===== config.mk =====
export PLATFORM = sky130hd
export DESIGN_NAME = csr_read_master
export DESIGN_NICKNAME = d
export VERILOG_FILES = /design/src/rtl/csr_read_master_pkg.sv /design/src/rtl/sync_fifo_showahead.sv /design/src/rtl/csr_read_master.sv
export SDC_FILE = /design/constraint.sdc
export NUM_CORES = 1
export LEC_CHECK = 0
export CAP_MARGIN = 20
export CORE_MARGIN = 5
export CORE_UTILIZATION = 59
export CTS_BUF_LIST = sky130_fd_sc_hd__clkbuf_16
export CTS_CLUSTER_SIZE = 24
export DETAILED_ROUTE_END_ITERATION = 16
export PLACE_DENSITY_LB_ADDON = 0.08
export REMOVE_ABC_BUFFERS = 1
export SYNTH_ARGS = -nofsm -noshare
export SYNTH_HDL_FRONTEND = slang
export SYNTH_SLANG_ARGS = --single-unit
export TNS_END_PERCENT = 50

===== constraint.sdc =====
create_clock -name clk -period 10.05 [get_ports clk]
set_input_delay 3.015 -clock clk [delete_from_list [all_inputs] [get_ports clk]]
set_output_delay 3.015 -clock clk [all_outputs]
set_load 0.005 [all_outputs]

===== src/rtl/csr_read_master_pkg.sv =====
// Shared CSR map and STATUS layout for the CSR-controlled Avalon-MM read master.
package csr_read_master_pkg;

  localparam logic [3:0] CSR_CONTROL = 4'd0;
  localparam logic [3:0] CSR_STATUS  = 4'd1;
  localparam logic [3:0] CSR_LENGTH  = 4'd2;
  localparam logic [3:0] CSR_BASE    = 4'd3;
  localparam logic [3:0] CSR_DATA    = 4'd4;
  localparam logic [3:0] CSR_POP     = 4'd5;

  localparam int CTRL_GO    = 0;
  localparam int CTRL_FIXED = 1;

  localparam int ST_DONE  = 0;
  localparam int ST_EMPTY = 1;
  localparam int ST_FULL  = 2;
  localparam int ST_BUSY  = 3;
  localparam int ST_USED  = 8;

endpackage


===== src/rtl/sync_fifo_showahead.sv =====
// Single-clock show-ahead FIFO: dout always presents the head word, pop advances it.
module sync_fifo_showahead #(
  parameter int DATAWIDTH = 32,
  parameter int FIFODEPTH = 32
) (
  input  logic                         clk,
  input  logic                         reset,
  input  logic                         push,
  input  logic                         pop,
  input  logic [DATAWIDTH-1:0]         din,
  output logic [DATAWIDTH-1:0]         dout,
  output logic                         empty,
  output logic                         full,
  output logic [$clog2(FIFODEPTH):0]   used
);
  localparam int AW = $clog2(FIFODEPTH);

  logic [DATAWIDTH-1:0] mem_q [FIFODEPTH];
  logic [AW-1:0]        wp_q, rp_q;
  logic [AW:0]          used_q;
  logic                 do_push, do_pop;

  assign empty   = (used_q == '0);
  assign full    = (used_q == (AW+1)'(FIFODEPTH));
  assign used    = used_q;
  assign dout    = mem_q[rp_q];
  assign do_pop  = pop & ~empty;
  // a push into a full FIFO only lands if the head leaves in the same cycle
  assign do_push = push & (~full | do_pop);

  always_ff @(posedge clk or posedge reset) begin
    if (reset) begin
      wp_q   <= '0;
      rp_q   <= '0;
      used_q <= '0;
    end else begin
      if (do_push) wp_q <= wp_q + AW'(1);
      if (do_pop)  rp_q <= rp_q + AW'(1);
      case ({do_push, do_pop})
        2'b10:   used_q <= used_q + (AW+1)'(1);
        2'b01:   used_q <= used_q - (AW+1)'(1);
        default: used_q <= used_q;
      endcase
    end
  end

  always_ff @(posedge clk) begin
    if (do_push) mem_q[wp_q] <= din;
  end

endmodule


===== src/rtl/csr_read_master.sv =====
// Avalon-MM pipelined read master: host programs BASE/LENGTH and pulses go; returned
// words land in a show-ahead FIFO that the host drains one word per POP write.
module csr_read_master
  import csr_read_master_pkg::*;
#(
  parameter int DATAWIDTH       = 32,
  parameter int BYTEENABLEWIDTH = 4,
  parameter int ADDRESSWIDTH    = 32,
  parameter int FIFODEPTH       = 32,
  parameter int FIFODEPTH_LOG2  = 5
) (
  input  logic                       clk,
  input  logic                       reset,
  input  logic [3:0]                 avs_csr_address,
  input  logic                       avs_csr_write,
  input  logic [31:0]                avs_csr_writedata,
  output logic [31:0]                avs_csr_readdata,
  output logic [ADDRESSWIDTH-1:0]    master_address,
  output logic                       master_read,
  output logic [BYTEENABLEWIDTH-1:0] master_byteenable,
  input  logic [DATAWIDTH-1:0]       master_readdata,
  input  logic                       master_readdatavalid,
  input  logic                       master_waitrequest
);
  localparam int          CW    = FIFODEPTH_LOG2 + 1;
  localparam logic [31:0] WMASK = ~32'(BYTEENABLEWIDTH - 1);

  logic [31:0]             length_q, base_q, status_q, status_d;
  logic [31:0]             remain_q, remain_d;
  logic [ADDRESSWIDTH-1:0] addr_q, addr_d;
  logic [CW-1:0]           pend_q, pend_d;
  logic                    fixed_q, fixed_d;

  logic                    wr_ctrl, wr_length, wr_base, pop_req;
  logic                    busy, go_acc, issue, ret;
  logic [CW:0]             inflight;

  logic [DATAWIDTH-1:0]    fifo_dout;
  logic                    fifo_empty, fifo_full;
  logic [CW-1:0]           fifo_used;

  assign wr_ctrl   = avs_csr_write && (avs_csr_address == CSR_CONTROL);
  assign wr_length = avs_csr_write && (avs_csr_address == CSR_LENGTH);
  assign wr_base   = avs_csr_write && (avs_csr_address == CSR_BASE);
  assign pop_req   = avs_csr_write && (avs_csr_address == CSR_POP) && avs_csr_writedata[0];

  assign busy   = (remain_q != '0) || (pend_q != '0);
  assign go_acc = wr_ctrl && avs_csr_writedata[CTRL_GO] && !busy;

  // Credit check: words already held plus words still in flight never exceed the
  // FIFO, so a return always finds room.
  assign inflight    = {1'b0, fifo_used} + {1'b0, pend_q};
  assign master_read = (remain_q != '0) && (inflight < (CW+1)'(FIFODEPTH));

  assign issue = master_read && !master_waitrequest;
  assign ret   = master_readdatavalid && (pend_q != '0);

  assign master_address    = addr_q;
  assign master_byteenable = '1;

  always_comb begin
    addr_d   = addr_q;
    remain_d = remain_q;
    pend_d   = pend_q;
    fixed_d  = fixed_q;
    if (go_acc) begin
      addr_d   = ADDRESSWIDTH'(base_q);
      remain_d = length_q;
      fixed_d  = avs_csr_writedata[CTRL_FIXED];
    end else if (issue) begin
      remain_d = remain_q - 32'(BYTEENABLEWIDTH);
      if (!fixed_q) addr_d = addr_q + ADDRESSWIDTH'(BYTEENABLEWIDTH);
    end
    case ({issue, ret})
      2'b10:   pend_d = pend_q + CW'(1);
      2'b01:   pend_d = pend_q - CW'(1);
      default: pend_d = pend_q;
    endcase
  end

  always_comb begin
    status_d                = '0;
    status_d[ST_DONE]       = !busy;
    status_d[ST_EMPTY]      = fifo_empty;
    status_d[ST_FULL]       = fifo_full;
    status_d[ST_BUSY]       = busy;
    status_d[ST_USED +: CW] = fifo_used;
  end

  always_ff @(posedge clk or posedge reset) begin
    if (reset) begin
      addr_q   <= '0;
      remain_q <= '0;
      pend_q   <= '0;
      fixed_q  <= 1'b0;
      length_q <= '0;
      base_q   <= '0;
      status_q <= '0;
    end else begin
      addr_q   <= addr_d;
      remain_q <= remain_d;
      pend_q   <= pend_d;
      fixed_q  <= fixed_d;
      status_q <= status_d;
      if (wr_length) length_q <= avs_csr_writedata & WMASK;
      if (wr_base)   base_q   <= avs_csr_writedata & WMASK;
    end
  end

  always_comb begin
    case (avs_csr_address)
      CSR_LENGTH: avs_csr_readdata = length_q;
      CSR_BASE:   avs_csr_readdata = base_q;
      CSR_DATA:   avs_csr_readdata = fifo_empty ? 32'h0 : 32'(fifo_dout);
      default:    avs_csr_readdata = status_q;
    endcase
  end

  sync_fifo_showahead #(
    .DATAWIDTH (DATAWIDTH),
    .FIFODEPTH (FIFODEPTH)
  ) u_fifo (
    .clk   (clk),
    .reset (reset),
    .push  (ret),
    .pop   (pop_req),
    .din   (master_readdata),
    .dout  (fifo_dout),
    .empty (fifo_empty),
    .full  (fifo_full),
    .used  (fifo_used)
  );

endmodule


# Word level (Yosys, flattened, before mapping)
# Memory sizes are Yosys's and may differ from the RTL's.
# Cells that the tools add are included.
# totals
reg_bits,157
ramBits,1024
input_bits,73
out_inout_bits,69
word_cells,68
memories,1
# op_classes
add_sub_neg,9
n_lt_le_gt_ge,1
eq_ne,10
mux,11
bitwise_logic,5
n_reduce_logical,21
# memory_table
memory,words,word_bits,rd,rd_clocked_by_memory_dff,wr,line_no,source
u_fifo.mem_q,32,32,1,0,1,sync_fifo_showahead.sv:18,logic [DATAWIDTH-1:0] mem_q [FIFODEPTH];
# ops
op,count
two-way mux 32 bit,6
one-hot mux 32 bit (3 select lines),1
adder 32 x 3 -> 32 bit (second input constant),1
nonzero test 32 bit,1
subtractor 32 x 3 -> 32 bit (second input constant),1
one-hot mux 6 bit (2 select lines),2
adder 6 x 1 -> 6 bit (second input constant),2
subtractor 6 x 1 -> 6 bit (second input constant),2
adder 5 x 1 -> 5 bit (second input constant),2
logical AND 1 bit,10
== test 4 x 2 -> 1 bit (second input constant),2
== test 4 x 3 -> 1 bit (second input constant),2
adder 6 x 6 -> 7 bit,1
< comparator 7 x 6 -> 1 bit (second input constant),1
== test 6 bit (second input constant),1
logical NOT 6 bit,1
nonzero test 2 bit,3
nonzero test 6 bit,1
== test 2 x 1 -> 1 bit (second input constant),2
== test 2 bit (second input constant),2
logical NOT 4 bit,1
AND 1 bit,2
logical NOT 1 bit,2
two-way mux 1 bit,2
other kinds (5),6

# Longest topological paths before layout
# Gate-level depths: netlist (run 1).
# depth
depth_word,8
ltp_mapped,16
mapped_depth_nobuf,15

# Hierarchy
# A second synthesis (run 1) with hierarchy kept.
# hier_totals
cells_unflattened,2745
area_unflattened_um2,47347.9
# by_module_without_submodules
mod,instances,cells_each,area_each_um2,seq_area_each_um2
sync_fifo_showahead,1,2045,40157.3,31149.9
csr_read_master,1,700,7190.6,3428.3

# Worst setup path after synthesis (run 1)
# Ideal clock, no wire load.
# synth_timing
kind,input port to output port
startpoint,input port avs_csr_address[1]
endpoint,output port avs_csr_readdata[15]
arrival_ns,4.278
required_ns,7.035
slack_ns,2.757
cell_stages,8
n_path_buf,3
path_cell_list,nor2_1 > nand4bb_1 > buf_2 > or2_2 > clkbuf_1 > buf_2 > o22ai_1 > a221o_1
# synth_via
elab_chain_len,2
word_cells_on_any_way,4
classes_between,eq/ne: 3; mux: 1
# synth_lines
element,line_no,source
"start, declared",csr_read_master.sv:14,"input logic [3:0] avs_csr_address,"
== test 4 x 3 -> 1 bit / == test 4 x 2 -> 1 bit (equally long branches),csr_read_master.sv:111,case (avs_csr_address)
one-hot mux 32 bit (3 select lines) (*),csr_read_master.sv:111,
"end, declared",csr_read_master.sv:17,"output logic [31:0] avs_csr_readdata,"
# Every way passes the cells marked *; elsewhere a longest branch is shown, timed or not.

# Worst setup path in the final report (run 1)
# layout_timing
startpoint,input port avs_csr_address[1]
endpoint,output port avs_csr_readdata[1]
# Same word-level chain as after synthesis.

==> metrics, run 1 <==
cell count after synthesis=2386; Initial Utilization=59.30%; Worst path most repeated cell=clkdlybuf4s50_1; Worst-path clk slew=0.06 ns; count leader, synth=edfxtp_1; DIE HEIGHT=291.1 um; critical path arrival=6.03 ns; Hold-fix buffers, CTS=0; crit share post-route=90.00%; Post-CTS Setup Inserts=0; required time of the critical path=7.04 ns; slowest CP cell=o221ai_1; sequential share of power=43.3%; final hold slack=0.4889 ns; fillers=4957; DR vias=25440; Critical Path End Type=primary output; CP top delay family=buffers and inverters; RePlAce Congestion=0.8932; Layout area overhead=15.70%; worst rel slew slack=10.27%; vias per cell=6.818; Hold Startpoint=remain_q[26]$_DFFE_PP0N_; finished layout cell area=53940 um^2; Num CTS Buffers=116; largest net degree at the start of global routing=101; hold endpoint=remain_q[26]$_DFFE_PP0N_; PwrDens=259.2 nW/um^2; Max Cap Viol=0; clock root buffer=clkbuf_16; PnR worst setup slack=1.005 ns; ys async rst share=13.00%; initial antenna violation count=8; top cells by count, synth=edfxtp_1 (1024), mux4_2 (240), dfrtp_1 (153); worst-margin pin slew=1.346 ns; first-pass GRT wire length=179200 um; GRT overflow=0; sw frac=28.70%; status=finished, final reports clean; worst slack at placement=1.103 ns; CP bufs+invs=3; RR Endpoint=pend_q[5]$_DFFE_PP0P_; Net Sw Power=4.012 mW; die area=84740 um^2; RSZ-0062 raised after global routing=false; layout cell share with drive strength beyond 1=22.93%; CTS tree=built; startpoint types=input port; drt first pass iters=5; detailed placer's ending HPWL=72310 um; Post-synth EDFFs=1024; fin crit period=9.045 ns; Comb power frac=23.7%; Power Total=13.98 mW; Resize count post-CTS=0; hold crit path type=reg2reg; largest vdd supply drop=0.2163 mV; GRT Util Overall=29.06%; Wirelength per Cell=33.20 um; final hold violations=0; final setup violation count=0; CTS max path bufs=3; Rows=103; placed inst area=49530 um^2; CP max FO=24; net count reported at finish=2673; reg-to-reg startpoint=remain_q[27]$_DFFE_PP0N_; post-synthesis sequential area ratio=74.17%; Horiz. Die Dim=291.1 um; Slew Limit Fails=0; Core ar.=78610 um^2; clock share of power=33.1%; Synth cell types=69; Skew-Pair Late Insertion Delay=0.69 ns; Largest stage delay, worst path=0.72 ns; Main synth FF type=edfxtp_1; Pint=9.969 mW; io pins=142; Avg Cell Area, Syn=19.54 um^2; starting DRC count in detailed routing=3251; Hold Path Stages=1; Port Buf Inserts=135; Crit Path Category=in2out; Antenna Nets Post-Route=0; H-tree levels=3; final wirelength=123900 um; vias in the first global route=25410; Peak Freq=0.1106 GHz; Critical Path, Cell by Cell=clkdlybuf4s50_1 -> nor2_1 -> nand4bb_1 -> buf_4 -> or2_2 -> o221ai_1 -> clkdlybuf4s50_1; Clock Sinks=1177; Setup Skew=0.02360 ns; top cells by area, synth=edfxtp_1 (66%), mux4_2 (12%), dfrtp_1 (8.2%); leak pwr=17.80 nW; largest area contributor in the netlist=edfxtp_1; # DRC=0; r2r setup slk=5.17 ns; Cell Area, Synth=46620 um^2; #FFs+latches synth=1177; R2R depth=14; share of the synthesized area in the top cell type=65.96%; Ys Warns=0
-- metrics by stage --
step,TNS (ns),instances,util (%)
after global routing,0,3730,68.61
final,0,3731,68.61
after floorplan,-129.73,2247,-
after global placement,0,3497,63.01
after CTS,0,3717,68.25
after detailed placement,0,3497,63.01
-- flip-flops by register name (all words and copies together), names as in the netlist --
signal	flops
u_fifo.rp_q	5
fixed_q	1
pend_q	6
u_fifo.mem_q	1024
base_q	30
status_q	10
remain_q	30
u_fifo.used	6
master_address	30
u_fifo.wp_q	5
length_q	30
-- worst reg2reg max path, stage by stage, from the launching register on --
cell	delay, ns
dfrtp_1	0.45
or4_1	0.65
or4_4	0.50
o211ai_2	0.19
buf_4	0.38
nor2_2	0.26
inv_2	0.46
ha_1	0.43
ha_1	0.30
a21o_1	0.17
a21oi_1	0.22
nor2b_1	0.11
nor4_1	0.38
a311oi_1	0.10
xnor2_1	0.15
-- logic make-up after synthesis --
| group | synth area share (%) |
|---|---|
| flip-flops | 74.17 |
| multiplexers | 13.89 |
| AO/OA/AOI/OAI | 5.507 |
| AND/OR/NAND/NOR | 3.360 |
| buffers and inverters | 1.484 |
| XOR/XNOR | 0.9017 |
| adder cells (fa/ha/maj) | 0.6763 |
| other | 0.01611 |
-- area by class of cell --
cell class	count	area [um^2]	area share [%]
Clock inverter	103	1190	2.206
Antenna cell	3	7.507	0.01392
Multi-Input combinational cell	1051	11640	21.59
Timing Repair Buffer	211	2195	4.069
Clock buffer	117	2928	5.428
Inverter	19	76.32	0.1415
Sequential cell	1177	34590	64.12
Tap cell	1050	1314	2.436
-- worst max path at each step --
| stage | to | slack, ns | depth (start not counted) | startpoint |
|---|---|---|---|---|
| 5_1_grt | avs_csr_readdata[1] | 0.88 | 7 | avs_csr_address[1] |
| 3_3_place_gp | avs_csr_readdata[1] | 1.13 | 7 | avs_csr_address[1] |
| 2_1_floorplan | avs_csr_readdata[10] | -5.31 | 4 | u_fifo.rp_q[0]$_DFFE_PP0P_ |
| 6_report | avs_csr_readdata[1] | 1.00 | 7 | avs_csr_address[1] |
| 4_1_cts | avs_csr_readdata[1] | 1.09 | 7 | avs_csr_address[1] |
| 3_5_place_dp | avs_csr_readdata[1] | 1.10 | 7 | avs_csr_address[1] |
-- placed cells by master (no fill, tap or decap), types with 11 or more instances in the layout --
cell                n
o21ai_0            46
nor4_1             25
nand4_1            11
clkdlybuf4s50_1   135
xnor2_1            38
or3_1              12
o221ai_1           18
clkbuf_16         121
bufinv_16          25
nor2_4             33
clkinv_1           31
buf_4              59
a211oi_1           18
a21o_1             13
ha_1               22
mux2_2             62
o22ai_1            22
nor2_1             38
mux2i_1            37
clkinv_2           18
a22o_1             65
dfrtp_1           151
a221oi_1           49
mux4_2            240
inv_1              30
edfxtp_1         1024
a221o_1            35
nand2_1            74
nor3_1             25
a21oi_1            24
nand3_1            25
-- power groups by stage --
stage | combinational [mW] | sequential, mW | clock (mW)
finish | 3.31 | 6.05 | 4.62
CTS | 3.30 | 6.05 | 4.67
floorplan | 2.56 | 6.31 | 0
detailed placement | 3.28 | 6.14 | 0
global route | 3.54 | 6.08 | 4.89
global placement | 3.24 | 6.12 | 0
-- per-layer routing --
metal | vias up | wire [um] | GRT usage, % | share of wire (%)
met4 | 6 | 4031 | 9.082 | 3.3
li1 | 10350 | - | - | -
met1 | 13410 | 48720 | 42.23 | 39
met3 | 222 | 13710 | 8.377 | 11
met2 | 1446 | 57340 | 43.70 | 46
met5 | - | 81 | 0.5105 | 0.065
(Power assumes the default switching activity.)
==> inputs of run 2 (changes only) <==
- CTS_CLUSTER_DIAMETER: not set -> 80
- SYNTH_HIERARCHICAL: not set -> 1
==> metrics, run 2 <==
layout cell share with drive strength beyond 1=14.37% (was 22.93%); vias per cell=6.622 (was 6.818); Slew Limit Fails=0 (unchanged); RSZ-0062 raised after global routing=false (unchanged); cell count after synthesis=2745 (was 2386); Initial Utilization=59.74% (was 59.30%); Num CTS Buffers=58 (was 116); largest vdd supply drop=0.1986 mV (was 0.2163 mV); ys async rst share=13.00% (unchanged); startpoint types=input port (unchanged); PwrDens=214.3 nW/um^2 (was 259.2 nW/um^2); CTS max path bufs=3 (unchanged); Critical Path End Type=primary output (unchanged); Worst path most repeated cell=clkdlybuf4s50_1 (unchanged); CP bufs+invs=4 (was 3); top cells by count, synth=edfxtp_1 (1024), mux2i_1 (268), dfrtp_1 (153) (was edfxtp_1 (1024), mux4_2 (240), dfrtp_1 (153)); first-pass GRT wire length=178100 um (was 179200 um); Horiz. Die Dim=293.3 um (was 291.1 um); Ys Warns=6 (was 0); final non-filler cell total=3953 (was 3731); Critical Path, Cell by Cell=clkdlybuf4s50_1 -> nor2_1 -> and3_1 -> buf_16 -> a222oi_1 -> inv_1 -> clkdlybuf4s50_1 (was clkdlybuf4s50_1 -> nor2_1 -> nand4bb_1 -> buf_4 -> or2_2 -> o221ai_1 -> clkdlybuf4s50_1); worst-margin pin slew=1.107 ns (was 1.346 ns); die area=86020 um^2 (was 84740 um^2); H-tree levels=2 (was 3); Avg Cell Area, Syn=17.25 um^2 (was 19.54 um^2); Rows=103 (unchanged); crit share post-route=82.10% (was 90.00%); Crit Path Category=in2out (unchanged); detailed placer's ending HPWL=75230 um (was 72310 um); Power Total=11.20 mW (was 13.98 mW); Setup Skew=0.03092 ns (was 0.02360 ns); Clock Sinks=1177 (unchanged); critical path arrival=5.24 ns (was 6.03 ns); GRT Util Overall=28.29% (was 29.06%); Port Buf Inserts=135 (unchanged); CTS tree=built (unchanged); count leader, synth=edfxtp_1 (unchanged); largest reg by FF count=u_fifo/mem_q (was u_fifo.mem_q); Peak Freq=0.1212 GHz (was 0.1106 GHz); most common cell after layout, fill and taps aside=edfxtp_1 (unchanged); GRT overflow=0 (unchanged); Resize count post-CTS=0 (unchanged); share of the synthesized area in the top cell type=64.94% (was 65.96%); CP top delay family=buffers and inverters (unchanged); vias in the first global route=25760 (was 25410); Synth cell types=72 (was 69); placed cell count=3851 (was 3497); final wirelength=123300 um (was 123900 um); r2r setup slk=5.20 ns (was 5.17 ns); worst rel slew slack=25.52% (was 10.27%); Antenna Nets Post-Route=0 (unchanged); final hold violations=0 (unchanged); Core ar.=79260 um^2 (was 78610 um^2); leak pwr=16.95 nW (was 17.80 nW); status=finished, final reports clean (unchanged); DR vias=26180 (was 25440); Layout area overhead=10.40% (was 15.70%); starting DRC count in detailed routing=2826 (was 3251); net count reported at finish=2972 (was 2673); hold crit path type=reg2reg (unchanged); initial antenna violation count=5 (was 8); Wirelength per Cell=31.18 um (was 33.20 um); drt first pass iters=6 (was 5); largest area contributor in the netlist=edfxtp_1 (unchanged); Max Cap Viol=0 (unchanged); Main synth FF type=edfxtp_1 (unchanged); post-synthesis sequential area ratio=73.03% (was 74.17%); Cell Area, Synth=47350 um^2 (was 46620 um^2); Largest register FFs=1024 (unchanged); #FFs+latches synth=1177 (unchanged); Post-CTS Setup Inserts=0 (unchanged); largest net degree at the start of global routing=85 (was 101); required time of the critical path=7.04 ns (about the same); DIE HEIGHT=293.3 um (was 291.1 um); fin crit period=8.251 ns (was 9.045 ns); CP max FO=22 (was 24); RePlAce Congestion=0.8711 (was 0.8932); top cells by area, synth=edfxtp_1 (65%), dfrtp_1 (8.1%), mux4_2 (6.1%) (was edfxtp_1 (66%), mux4_2 (12%), dfrtp_1 (8.2%)); finished layout cell area=52270 um^2 (was 53940 um^2); final setup TNS=0 ns (unchanged); Post-synth EDFFs=1024 (unchanged); Hold-fix buffers, CTS=0 (unchanged); final setup violation count=0 (unchanged); Skew-Pair Late Insertion Delay=0.68 ns (was 0.69 ns); clock root buffer=clkbuf_16 (unchanged); Largest stage delay, worst path=0.54 ns (was 0.72 ns); placed inst area=50250 um^2 (was 49530 um^2); Worst-path clk slew=0.10 ns (was 0.06 ns); final hold slack=0.4858 ns (was 0.4889 ns); slowest CP cell=clkdlybuf4s50_1 (was o221ai_1); io pins=142 (unchanged); most frequent cells in the layout=edfxtp_1 (1024), mux2i_1 (268), dfrtp_1 (151) (was edfxtp_1 (1024), mux4_2 (240), dfrtp_1 (151)); # DRC=0 (unchanged)
## run 2: report_power, final
| group | internal, mW | switching (mW) |
|---|---|---|
| sequential | 5.70 | 0.302 |
| combinational | 1.09 | 1.53 |
| clock | 1.08 | 1.50 |
## run 2: kinds of logic after synthesis
family          synth area share (%)
xor+xnor                      0.8324
fa+ha+maj                     0.6659
mux                            13.30
simple gates                   5.856
buf+inv                        1.763
flops                          73.03
compound gates                 4.537
other cells                  0.01586
## run 2: cell type report
class                   instances  area [um^2]
flip-flops and latches       1177        34590
fillers                      5357        26990
multi-input cells            1382        12260
repair buffers                219         2287
clock buffers                  59         1476
well taps                    1050         1314
clock inverters                27        202.7
inverters                      37        143.9
diodes                          2        5.005
## run 2: final timing paths
kind / from / cells after the start / end
worst max-delay path: avs_csr_address[3] / 7 / avs_csr_readdata[29]
worst min-delay path: remain_q[15]$_DFFE_PP0N_ / 1 / remain_q[15]$_DFFE_PP0N_
worst max register to register: u_fifo/used[5]$_DFFE_PP0P_ / 13 / pend_q[5]$_DFFE_PP0P_
worst min register to register: remain_q[15]$_DFFE_PP0N_ / 1 / remain_q[15]$_DFFE_PP0N_
max in group asynchronous: reset / 3 / remain_q[16]$_DFFE_PP0N_
min in group asynchronous: reset / 2 / status_q[10]$_DFF_PP0_
## run 2: layer usage
| metal | wire (um) | global-route usage (%) | vias to the layer above |
|---|---|---|---|
| met5 | 13 | 0 | - |
| met4 | 3444 | 7.469 | 2 |
| met3 | 9618 | 4.240 | 168 |
| met2 | 61910 | 48.33 | 1170 |
| met1 | 48280 | 38.97 | 13770 |
| li1 | - | - | 11070 |
## run 2: through the flow
stage	util, %	setup slack (ns)
finish	65.95	1.799
global route	65.95	1.675
CTS	65.51	1.353
detailed placement	63.40	1.356
global placement	63.38	1.528
floorplan	-	-5.490
